$ cat config.mk
export PLATFORM = sky130hd
export DESIGN_NAME = seven_seg_scan_ctrl_flat
export DESIGN_NICKNAME = d
export VERILOG_FILES = /design/src/rtl/seven_seg_scan_ctrl_if.sv /design/src/rtl/seven_seg_scan_ctrl.sv /design/src/flat_wrapper.sv
export SDC_FILE = /design/constraint.sdc
export NUM_CORES = 1
export LEC_CHECK = 0
export CORE_UTILIZATION = 60
export DETAILED_ROUTE_END_ITERATION = 10
export PLACE_DENSITY_LB_ADDON = 0.3
export SETUP_SLACK_MARGIN = 0.1
export SYNTH_ARGS = -nofsm -noshare
export SYNTH_HDL_FRONTEND = slang
export SYNTH_SLANG_ARGS = --single-unit
$ cat constraint.sdc
create_clock -name clk -period 7.62 [get_ports clk]
set_input_delay 1.524 -clock clk [delete_from_list [all_inputs] [get_ports clk]]
set_output_delay 1.524 -clock clk [all_outputs]
set_load 0.05 [all_outputs]
$ cat src/rtl/seven_seg_scan_ctrl_if.sv
// Bundles the value-register side (load/value/masks) and the display pin side
// (anodes/segments plus status) of the seven-segment scan controller.
interface seven_seg_scan_ctrl_if #(
    parameter int NUM_DIGITS = 4
);
    logic                      load;
    logic [4*NUM_DIGITS-1:0]   value;
    logic [NUM_DIGITS-1:0]     blank;
    logic [NUM_DIGITS-1:0]     dash;
    logic [NUM_DIGITS-1:0]     dp;
    logic [NUM_DIGITS-1:0]     an;
    logic [7:0]                seg;
    logic                      update_pending;
    logic                      frame_done;

    // load is a one-cycle strobe with no ready: the controller always accepts
    // it, and value/blank/dash/dp are sampled only in the cycle load is high.
    modport master (
        output load, value, blank, dash, dp,
        input  an, seg, update_pending, frame_done
    );

    modport slave (
        input  load, value, blank, dash, dp,
        output an, seg, update_pending, frame_done
    );
endinterface

$ cat src/rtl/seven_seg_scan_ctrl.sv
// Round-robin scan of a common-anode, active-low seven-segment display with
// per-slot anti-ghosting blanking and frame-synchronous commit of staged data.
module seven_seg_scan_ctrl #(
    parameter int NUM_DIGITS   = 4,
    parameter int REFRESH_DIV  = 100000,
    parameter int BLANK_CYCLES = 500
) (
    input  logic                 clk,
    input  logic                 reset,
    seven_seg_scan_ctrl_if.slave bus
);
    localparam int CNT_W = (REFRESH_DIV > 1) ? $clog2(REFRESH_DIV) : 1;
    localparam int IDX_W = $clog2(NUM_DIGITS);
    localparam logic [CNT_W-1:0] CNT_LAST = CNT_W'(REFRESH_DIV - 1);
    localparam logic [IDX_W-1:0] IDX_LAST = IDX_W'(NUM_DIGITS - 1);

    logic [CNT_W-1:0]        div_cnt;
    logic [IDX_W-1:0]        digit_idx;
    logic [4*NUM_DIGITS-1:0] act_value, pend_value;
    logic [NUM_DIGITS-1:0]   act_blank, pend_blank;
    logic [NUM_DIGITS-1:0]   act_dash, pend_dash;
    logic [NUM_DIGITS-1:0]   act_dp, pend_dp;
    logic                    pend_flag;
    logic                    frame_done_q;
    logic [NUM_DIGITS-1:0]   an_q;
    logic [7:0]              seg_q;

    logic                    slot_end;
    logic                    frame_end;
    logic                    blank_phase;
    logic [NUM_DIGITS-1:0]   an_next;
    logic [7:0]              seg_next;

    function automatic logic [6:0] hex_to_seg(input logic [3:0] h);
        logic [6:0] s;
        case (h)
            4'h0: s = 7'b1000000;
            4'h1: s = 7'b1111001;
            4'h2: s = 7'b0100100;
            4'h3: s = 7'b0110000;
            4'h4: s = 7'b0011001;
            4'h5: s = 7'b0010010;
            4'h6: s = 7'b0000010;
            4'h7: s = 7'b1111000;
            4'h8: s = 7'b0000000;
            4'h9: s = 7'b0011000;
            4'hA: s = 7'b0001000;
            4'hB: s = 7'b0000011;
            4'hC: s = 7'b1000110;
            4'hD: s = 7'b0100001;
            4'hE: s = 7'b0000110;
            default: s = 7'b0001110;
        endcase
        return s;
    endfunction

    always_comb begin
        slot_end    = (div_cnt == CNT_LAST);
        frame_end   = slot_end && (digit_idx == IDX_LAST);
        blank_phase = (int'(div_cnt) < BLANK_CYCLES);
        an_next     = '1;
        seg_next    = 8'hFF;
        if (!blank_phase) begin
            for (int i = 0; i < NUM_DIGITS; i++) begin
                if (int'(digit_idx) == i) begin
                    an_next[i] = 1'b0;
                    // blank wins over dash, dash wins over the hex glyph
                    if (act_blank[i])
                        seg_next = 8'hFF;
                    else if (act_dash[i])
                        seg_next = {~act_dp[i], 7'b0111111};
                    else
                        seg_next = {~act_dp[i], hex_to_seg(act_value[4*i +: 4])};
                end
            end
        end
    end

    always_ff @(posedge clk or posedge reset) begin
        if (reset) begin
            div_cnt      <= '0;
            digit_idx    <= '0;
            act_value    <= '0;
            act_blank    <= '1;
            act_dash     <= '0;
            act_dp       <= '0;
            pend_value   <= '0;
            pend_blank   <= '1;
            pend_dash    <= '0;
            pend_dp      <= '0;
            pend_flag    <= 1'b0;
            frame_done_q <= 1'b0;
            an_q         <= '1;
            seg_q        <= 8'hFF;
        end else begin
            frame_done_q <= frame_end;
            an_q         <= an_next;
            seg_q        <= seg_next;

            if (slot_end) begin
                div_cnt   <= '0;
                digit_idx <= (digit_idx == IDX_LAST) ? '0 : digit_idx + IDX_W'(1);
            end else begin
                div_cnt <= div_cnt + CNT_W'(1);
            end

            // A load landing on the boundary bypasses staging and goes live directly.
            if (frame_end) begin
                if (bus.load) begin
                    act_value <= bus.value;
                    act_blank <= bus.blank;
                    act_dash  <= bus.dash;
                    act_dp    <= bus.dp;
                end else if (pend_flag) begin
                    act_value <= pend_value;
                    act_blank <= pend_blank;
                    act_dash  <= pend_dash;
                    act_dp    <= pend_dp;
                end
                pend_flag <= 1'b0;
            end else if (bus.load) begin
                pend_value <= bus.value;
                pend_blank <= bus.blank;
                pend_dash  <= bus.dash;
                pend_dp    <= bus.dp;
                pend_flag  <= 1'b1;
            end
        end
    end

    assign bus.an             = an_q;
    assign bus.seg            = seg_q;
    assign bus.update_pending = pend_flag;
    assign bus.frame_done     = frame_done_q;
endmodule

$ cat src/flat_wrapper.sv
// flat-port wrapper written by rule: the top's interface ports become plain ports
module seven_seg_scan_ctrl_flat 
#(
    parameter int NUM_DIGITS   = 4,
    parameter int REFRESH_DIV  = 100000,
    parameter int BLANK_CYCLES = 500
)
  (clk, reset, bus_load, bus_value, bus_blank, bus_dash, bus_dp, bus_an, bus_seg, bus_update_pending, bus_frame_done);
  seven_seg_scan_ctrl_if #(.NUM_DIGITS(NUM_DIGITS)) bus_i ();
  input  logic clk;
  input  logic reset;
  input wire logic [$bits(bus_i.load)-1:0] bus_load;
  input wire logic [$bits(bus_i.value)-1:0] bus_value;
  input wire logic [$bits(bus_i.blank)-1:0] bus_blank;
  input wire logic [$bits(bus_i.dash)-1:0] bus_dash;
  input wire logic [$bits(bus_i.dp)-1:0] bus_dp;
  output wire logic [$bits(bus_i.an)-1:0] bus_an;
  output wire logic [$bits(bus_i.seg)-1:0] bus_seg;
  output wire logic [$bits(bus_i.update_pending)-1:0] bus_update_pending;
  output wire logic [$bits(bus_i.frame_done)-1:0] bus_frame_done;
  assign bus_i.load = bus_load;
  assign bus_i.value = bus_value;
  assign bus_i.blank = bus_blank;
  assign bus_i.dash = bus_dash;
  assign bus_i.dp = bus_dp;
  assign bus_an = bus_i.an;
  assign bus_seg = bus_i.seg;
  assign bus_update_pending = bus_i.update_pending;
  assign bus_frame_done = bus_i.frame_done;
  seven_seg_scan_ctrl #(.NUM_DIGITS(NUM_DIGITS), .REFRESH_DIV(REFRESH_DIV), .BLANK_CYCLES(BLANK_CYCLES)) u_core (.clk(clk), .reset(reset), .bus(bus_i));
endmodule
== After elaboration in Yosys (flattened, before gate mapping) ==
Memories as Yosys holds them, arrays and structs flattened.
Index checks and enable logic that the tools add are counted.
Word-level totals
  flip-flop bits (word level): 89
  bits in read-only memories: 448
  bits of input ports: 31
  output and inout port bits: 14
  word-level logic and storage cells: 67
  memories: 4
Operators by class
  add/sub/neg operators: 2
  order comparisons: 1
  equality and inequality tests: 5
  mux-type cells: 30
  bitwise logic cells: 5
  reduce and logical (&&, ||, !) cells: 6
Memory list
  (no name shown): words 16, bits a word 7, rd ports 1, clocked after Yosys merged registers in 0, wr ports 0, RTL line seven_seg_scan_ctrl.sv:36  | case (h)
  (no name shown): words 16, bits a word 7, rd ports 1, clocked after Yosys merged registers in 0, wr ports 0, RTL line seven_seg_scan_ctrl.sv:36
  (no name shown): words 16, bits a word 7, rd ports 1, clocked after Yosys merged registers in 0, wr ports 0, RTL line seven_seg_scan_ctrl.sv:36
  (no name shown): words 16, bits a word 7, rd ports 1, clocked after Yosys merged registers in 0, wr ports 0, RTL line seven_seg_scan_ctrl.sv:36
Operator list (number)
  $mux 8: 9
  $mux 16: 2
  $mux 4: 7
  $mux 7: 4
  $add 17x1->17 const B: 1
  $eq 17x17->1 const B: 1
  $lt 17x9->1 const B: 1
  $mux 17: 1
  $eq 2x2->1 const B: 3
  $mux 1: 6
  $not 1->1: 5
  $reduce_and 2->1: 2
  $reduce_bool 2->1: 2
  $add 2x1->2 const B: 1
  $eq 2x1->1 const B: 1
  $logic_not 2->1: 1
  $mux 2: 1
  $logic_and 1x1->1: 1

== Longest topological paths before layout ==
Gate-level depths: netlist of run 1.
An unclocked memory read counts as a cell.
  depth in word-level cells: 8
  mapped depth: 8
  mapped depth without buffers: 7

== Least setup slack after synthesis of run 1 ==
Ideal clock, no wire load.
  kind: input port to flip-flop
  start: input bus_load
  end: register u_core.act_value[1]
  setup time: 0.127 ns
  data arrival time: 2.712 ns
  required time: 7.493 ns
  slack: 4.781 ns
  cell stages on the path: 5
  path buffers: 3
  cell sequence: buf_2 -> buf_2 -> buf_1 -> mux2i_1 -> mux2i_1
Between the ends
  longest elaborated chain between the ends: 2
  elaborated cells between the ends (all ways): 3
  those cells by class: mux: 1; reduce/logical: 2
RTL lines
  from (decl): RTL line flat_wrapper.sv:12  | input wire logic [$bits(bus_i.load)-1:0] bus_load;
  $reduce_bool 2->1 (no source line)
  $reduce_and 2->1 (no source line)
  to (signal assigned): RTL line seven_seg_scan_ctrl.sv:110  | act_value <= bus.value;
  to (signal assigned): RTL line seven_seg_scan_ctrl.sv:115  | act_value <= pend_value;
  to (decl): RTL line seven_seg_scan_ctrl.sv:19  | logic [4*NUM_DIGITS-1:0] act_value, pend_value;
Parallel ways exist; a longest one is shown, timed or not.
A chain may end at the register's enable or synchronous reset.

== Final worst setup path of run 1 ==
  start: input bus_load
  end: register u_core.act_value[6]
The elaborated chain is that of the path after synthesis.

==> qor.csv, run 1 <==
metric;value;unit
status;completed;
die_w;94.7;um
worst_setup_path_end_kind;flip-flop;
place_hpwl;7250;um
antenna_found_initial;0;
vias_per_cell;5.90;
syn-num-nets;519;
p_leak;2.54;nW
hold_slack;0.470;ns
wl;10400;um
fin_skew;0.00907;ns
cp_max_fo;30;
ys_seq_elements;89;
cts_resized;0;
place_congestion;0.867;
synthTopCellsByArea;dfrtp_1 (34%), mux2_2 (10%), dfstp_2 (10%);
slew_violations;0;
cp.arrival;3.53;ns
setup_violations;0;
clkLatencyLatePin;0.36;ns
p_switching;0.199;mW
cts_max_level;3;
vias;3550;
synth_edf_count;0;
peakVddDrop;0.0934;mV
post-place-ws;3.93;ns
clk_pin_slew;0.08;ns
nFillCells;598;
worstMarginPinSlew;1.08;ns
critPathRequiredTime;7.86;ns
coreArea;8260;um^2
cts_root_buffer;clkbuf_8;
first_iter_violations;205;
nets;553;
cpMostUsedCell;buf_4;
cp_top_family;buffers and inverters;
post-cts-setup-buffers;0;
tns;0;ns
power_frac_seq;0.525;
grt_max_degree;90;
track_usage;0.253;
p_int;0.745;mW
max_stage_delay;0.45;ns
clock-sinks;89;
path_cells;clkdlybuf4s50_1 -> buf_4 -> nor2_1 -> and3b_1 -> buf_4 -> mux2_2;
fp-row-count;33;
async_flop_share;1.00;
criticalPathCategory;in2reg;
drcViolationCount;0;
synthDistinctLibCells;60;
cp-start-kind;input port;
synth.top_cell.area_share;0.335;
clockPowerShare;0.404;
max_slew_margin;0.282;
netlist_instances;458;
io_buffers;44;
fin_crit;3.29;ns
max_freq;304;MHz
synth_common_cells;dfrtp_1 (69), mux2_2 (48), ha_1 (30);
path_buf_inv;3;
grt-ovfl-total;0;
first_pass_iters;4;
hold_class;reg2reg;
finalPower;0.944;mW
fin_ws;4.33;ns
hold_buffers;0;
yosys.area.top_type;dfrtp_1;
ios;45;
area_growth;13.4;%
min_period_over_period;0.431;
grt_pass1_wl;17300;um
cts_tree;built;
critical-path-slowest-cell;clkdlybuf4s50_1;
synth.yosys.seq_area_share;0.437;
synth_top_flop_cell;dfrtp_1;
layout-drive-gt1-share;0.205;
cap_viol_max_count;0;
rsz0062_at_grt;no;
die_area;8960;um^2
cts_buffers;9;
clockBufferDepth;2;
pwr-share-comb;0.071;
switching_share;0.211;
antenna_cells;0;
start_util;0.624;
first_global_vias;3573;
p_per_area;162;nW/um^2
wl_per_cell;17.2;um
drtAntennaViolNets;0;
avgSynthCellArea;11.2;um^2
synth_area;5150;um^2
ys_warn_count;0;
hold_violations;0;
die_h;94.7;um
yosysMostFrequentCell;dfrtp_1;
[registers in the layout, indices dropped and copies added (netlist names)]
signal and count:
u_core.bus.seg 8, u_core.bus.an 4, u_core.act_value 16, u_core.bus.update_pending 1
u_core.bus.frame_done 1, u_core.act_blank 4, u_core.div_cnt 17, u_core.pend_blank 4
u_core.act_dp 4, u_core.act_dash 4, u_core.pend_dash 4, u_core.digit_idx 2
u_core.pend_value 16, u_core.pend_dp 4
[power by group through the flow]
stage / clock (mW) / combinational, mW / sequential [mW]
after floorplan: 0 / 0.0417 / 0.502
after global placement: 0 / 0.0655 / 0.503
after detailed placement: 0 / 0.0680 / 0.505
after CTS: 0.389 / 0.0685 / 0.496
after global routing: 0.408 / 0.0729 / 0.498
final: 0.381 / 0.0669 / 0.496
[per-layer routing]
layer,up-vias,share of wire,GRT usage
met5,-,0,0
met4,0,0.015,0.0808
met3,17,0.034,0.0403
met2,64,0.48,0.412
met1,1762,0.47,0.347
li1,1707,-,-
[cell type report]
cell class	count	area, um^2	share of cell area
Multi-Input combinational cell	328	2690	0.461
Clock buffer	11	131	0.0225
Inverter	16	61.3	0.0105
Sequential cell	89	2250	0.386
Tap cell	105	131	0.0225
Clock inverter	5	104	0.0178
Timing Repair Buffer	48	470	0.0805
[metrics by stage]
step / instance area [um^2] / util / instances
after global routing: 5840 / 0.707 / 602
after global placement: 5610 / 0.679 / 586
final: 5840 / 0.707 / 602
after detailed placement: 5610 / 0.679 / 586
after CTS: 5840 / 0.707 / 602
after floorplan: 5150 / - / 458
[final timing paths]
check                                   start              endpoint  slack, ns  depth (start not counted)
min in group asynchronous               reset     u_core.pend_dp[2]       1.83                          3
setup / recovery                     bus_load   u_core.act_value[6]       4.33                          6
setup reg to reg           u_core.div_cnt[13]   u_core.act_value[6]       5.07                          6
max in group asynchronous               reset  u_core.act_value[13]       5.12                          3
hold reg to reg             u_core.div_cnt[0]     u_core.div_cnt[0]       0.47                          1
hold / removal              u_core.div_cnt[0]     u_core.div_cnt[0]       0.47                          1
[kinds of logic after synthesis]
kind of cell / count (synthesis) / synth area share
xor gates and xnor gates: 13 / 0.0221
muxes: 92 / 0.203
AOI/OAI and AO/OA: 74 / 0.0971
DFF: 89 / 0.437
and+or+nand+nor: 119 / 0.127
adders and majority gates: 30 / 0.0729
buffers and inverters: 41 / 0.0406
[cell usage in the layout, fill, tap and decap left out, types with 11 or more instances in the layout]
master | netlist | layout
a21oi_1 | 13 | 13
clkdlybuf4s50_1 | 0 | 44
dfrtp_1 | 69 | 69
dfstp_2 | 20 | 20
ha_1 | 30 | 30
inv_1 | 16 | 15
mux2_1 | 11 | 11
mux2_2 | 48 | 48
mux2i_1 | 23 | 23
nand2_1 | 22 | 22
nor2_1 | 29 | 29
nor2b_1 | 12 | 12
o21ai_0 | 18 | 18
Power figures use the tool's default switching activity.
==> inputs of run 2 (changes only) <==
CORE_UTILIZATION = 53   (was 60)
clock period = 2.9 ns   (was 7.62 ns; I/O delays follow)
==> qor.csv, run 2 (same netlist as run 1, synthesis figures left out) <==
metric;value;unit;change
track_usage;0.220;;was 0.253
critical-path-slowest-cell;dfrtp_1;;was clkdlybuf4s50_1
drtAntennaViolNets;0;;unchanged
post-cts-setup-buffers;0;;unchanged
vias;3560;;was 3550
coreArea;9330;um^2;was 8260 um^2
cp.arrival;2.61;ns;was 3.53 ns
place_congestion;0.917;;was 0.867
setup_violations;0;;unchanged
grt-ovfl-total;0;;unchanged
die_area;10100;um^2;was 8960 um^2
worst_setup_path_end_kind;flip-flop;;unchanged
placedInstanceArea;5710;um^2;was 5610 um^2
grt_pass1_wl;17200;um;was 17300 um
final_common_cell;dfrtp_1;;unchanged
fin_crit;2.36;ns;
clkLatencyLatePin;0.36;ns;about the same
cts_max_level;3;;unchanged
ios;45;;unchanged
layout_common_cells;dfrtp_1 (69), mux2_2 (48), clkdlybuf4s50_1 (44);;unchanged
max_freq;424;MHz;
max_stage_delay;0.40;ns;was 0.45 ns
min_period_over_period;0.814;;
p_leak;2.55;nW;was 2.54 nW
start_util;0.552;;was 0.624
cpMostUsedCell;and4_1;;was buf_4
area_growth;14.4;%;was 13.4%
layout-drive-gt1-share;0.217;;was 0.205
path_cells;ha_1 -> and4_1 -> and2_1 -> and4_1 -> nand2b_1 -> buf_4 -> mux2_2;;was clkdlybuf4s50_1 -> buf_4 -> nor2_1 -> and3b_1 -> buf_4 -> mux2_2
cts_root_buffer;clkbuf_8;;unchanged
max_slew_margin;0.624;;was 0.282
drcViolationCount;0;;unchanged
fin_skew;0.0109;ns;was 0.00907 ns
critPathRequiredTime;3.15;ns;was 7.86 ns
wl_per_cell;16.0;um;was 17.2 um
first_iter_violations;185;;was 205
vias_per_cell;5.63;;was 5.90
cts_resized;0;;unchanged
rsz0062_at_grt;no;;unchanged
regMostFlops;u_core.div_cnt;;unchanged
antenna_cells;0;;unchanged
hold_buffers;0;;unchanged
cts_buffers;9;;unchanged
p_per_area;390;nW/um^2;was 162 nW/um^2
antenna_found_initial;0;;unchanged
cap_viol_max_count;0;;unchanged
clockBufferDepth;2;;unchanged
wl;10100;um;was 10400 um
hold_violations;0;;unchanged
die_h;101;um;was 94.7 um
cp-start-kind;flip-flop;;was input port
finalPower;2.30;mW;was 0.944 mW
die_w;101;um;was 94.7 um
largest_reg_flops;17;;unchanged
top_regs;u_core.div_cnt x17, u_core.act_value x16, u_core.pend_value x16;;unchanged
final_area;5890;um^2;was 5840 um^2
worstMarginPinSlew;0.560;ns;was 1.08 ns
criticalPathCategory;reg2reg;;was in2reg
clock-sinks;89;;unchanged
fp-row-count;35;;was 33
clk_pin_slew;0.09;ns;was 0.08 ns
grt_max_degree;51;;was 90
nets;559;;was 553
cp_max_fo;28;;was 30
tns;0;ns;unchanged
place_hpwl;7190;um;was 7250 um
status;completed;;unchanged
first_pass_iters;4;;unchanged
slew_violations;0;;unchanged
first_global_vias;3531;;was 3573
hold_class;reg2reg;;unchanged
io_buffers;44;;unchanged
peakVddDrop;0.212;mV;was 0.0934 mV
cts_tree;built;;unchanged
-- run 2: cell count changes in the layout (fill, tap and decap cells not counted), sizes merged --
cell	previous run	this run
buf	4	10
bufinv	3	0
clkinvlp	0	2
clkinv	3	0
inv	15	20
clkbuf	11	10
-- run 2: metrics by stage --
step	std cells	util	hold slack (ns)	worst slack (ns)
finish	632	0.632	0.496	0.541
global route	632	0.632	0.500	0.422
CTS	632	0.632	0.494	0.551
detailed placement	616	0.612	0.477	0.568
global placement	616	0.612	0.443	0.657
floorplan	458	-	0.433	0.868
-- run 2: worst max-delay path, delay by kind of cell (launching register included) --
kind	cells	cell delay, ns
fa+ha+maj	1	0.26
buf+inv	1	0.36
flops	1	0.40
mux	1	0.38
simple gates	4	0.84
-- run 2: final timing paths --
| path | from | end | slack [ns] | cells after the start |
|---|---|---|---|---|
| setup / recovery | u_core.div_cnt[0] | u_core.pend_value[4] | 0.54 | 7 |
| hold / removal | u_core.pend_dp[3] | u_core.pend_dp[3] | 0.50 | 1 |
| setup reg to reg | u_core.div_cnt[0] | u_core.pend_value[4] | 0.54 | 7 |
| hold reg to reg | u_core.pend_dp[3] | u_core.pend_dp[3] | 0.50 | 1 |
| max in group asynchronous | reset | u_core.bus.seg[2] | 1.65 | 3 |
| min in group asynchronous | reset | u_core.pend_dp[2] | 0.57 | 2 |
-- run 2: final cells by class --
type	instances	area, um^2
Tap cell	129	161
Timing Repair Buffer	54	541
Clock inverter	6	56.3
Fill cell	748	3430
Inverter	16	63.8
Multi-Input combinational cell	328	2690
Clock buffer	10	128
Sequential cell	89	2250
-- run 2: metal layers --
| metal | routed length [um] | up-vias | global-route usage |
|---|---|---|---|
| met1 | 4770 | 1749 | 0.296 |
| li1 | - | 1718 | - |
| met2 | 4750 | 74 | 0.356 |
| met4 | 223 | 0 | 0.0936 |
| met5 | 0 | - | 0 |
| met3 | 356 | 19 | 0.0298 |
-- run 2: power breakdown --
group | total [mW] | internal [mW] | leakage (nW) | switching [mW]
clock network | 0.820 | 0.333 | 0.0917 | 0.486
registers | 1.30 | 1.28 | 1.05 | 0.0178
logic | 0.176 | 0.103 | 1.41 | 0.0725
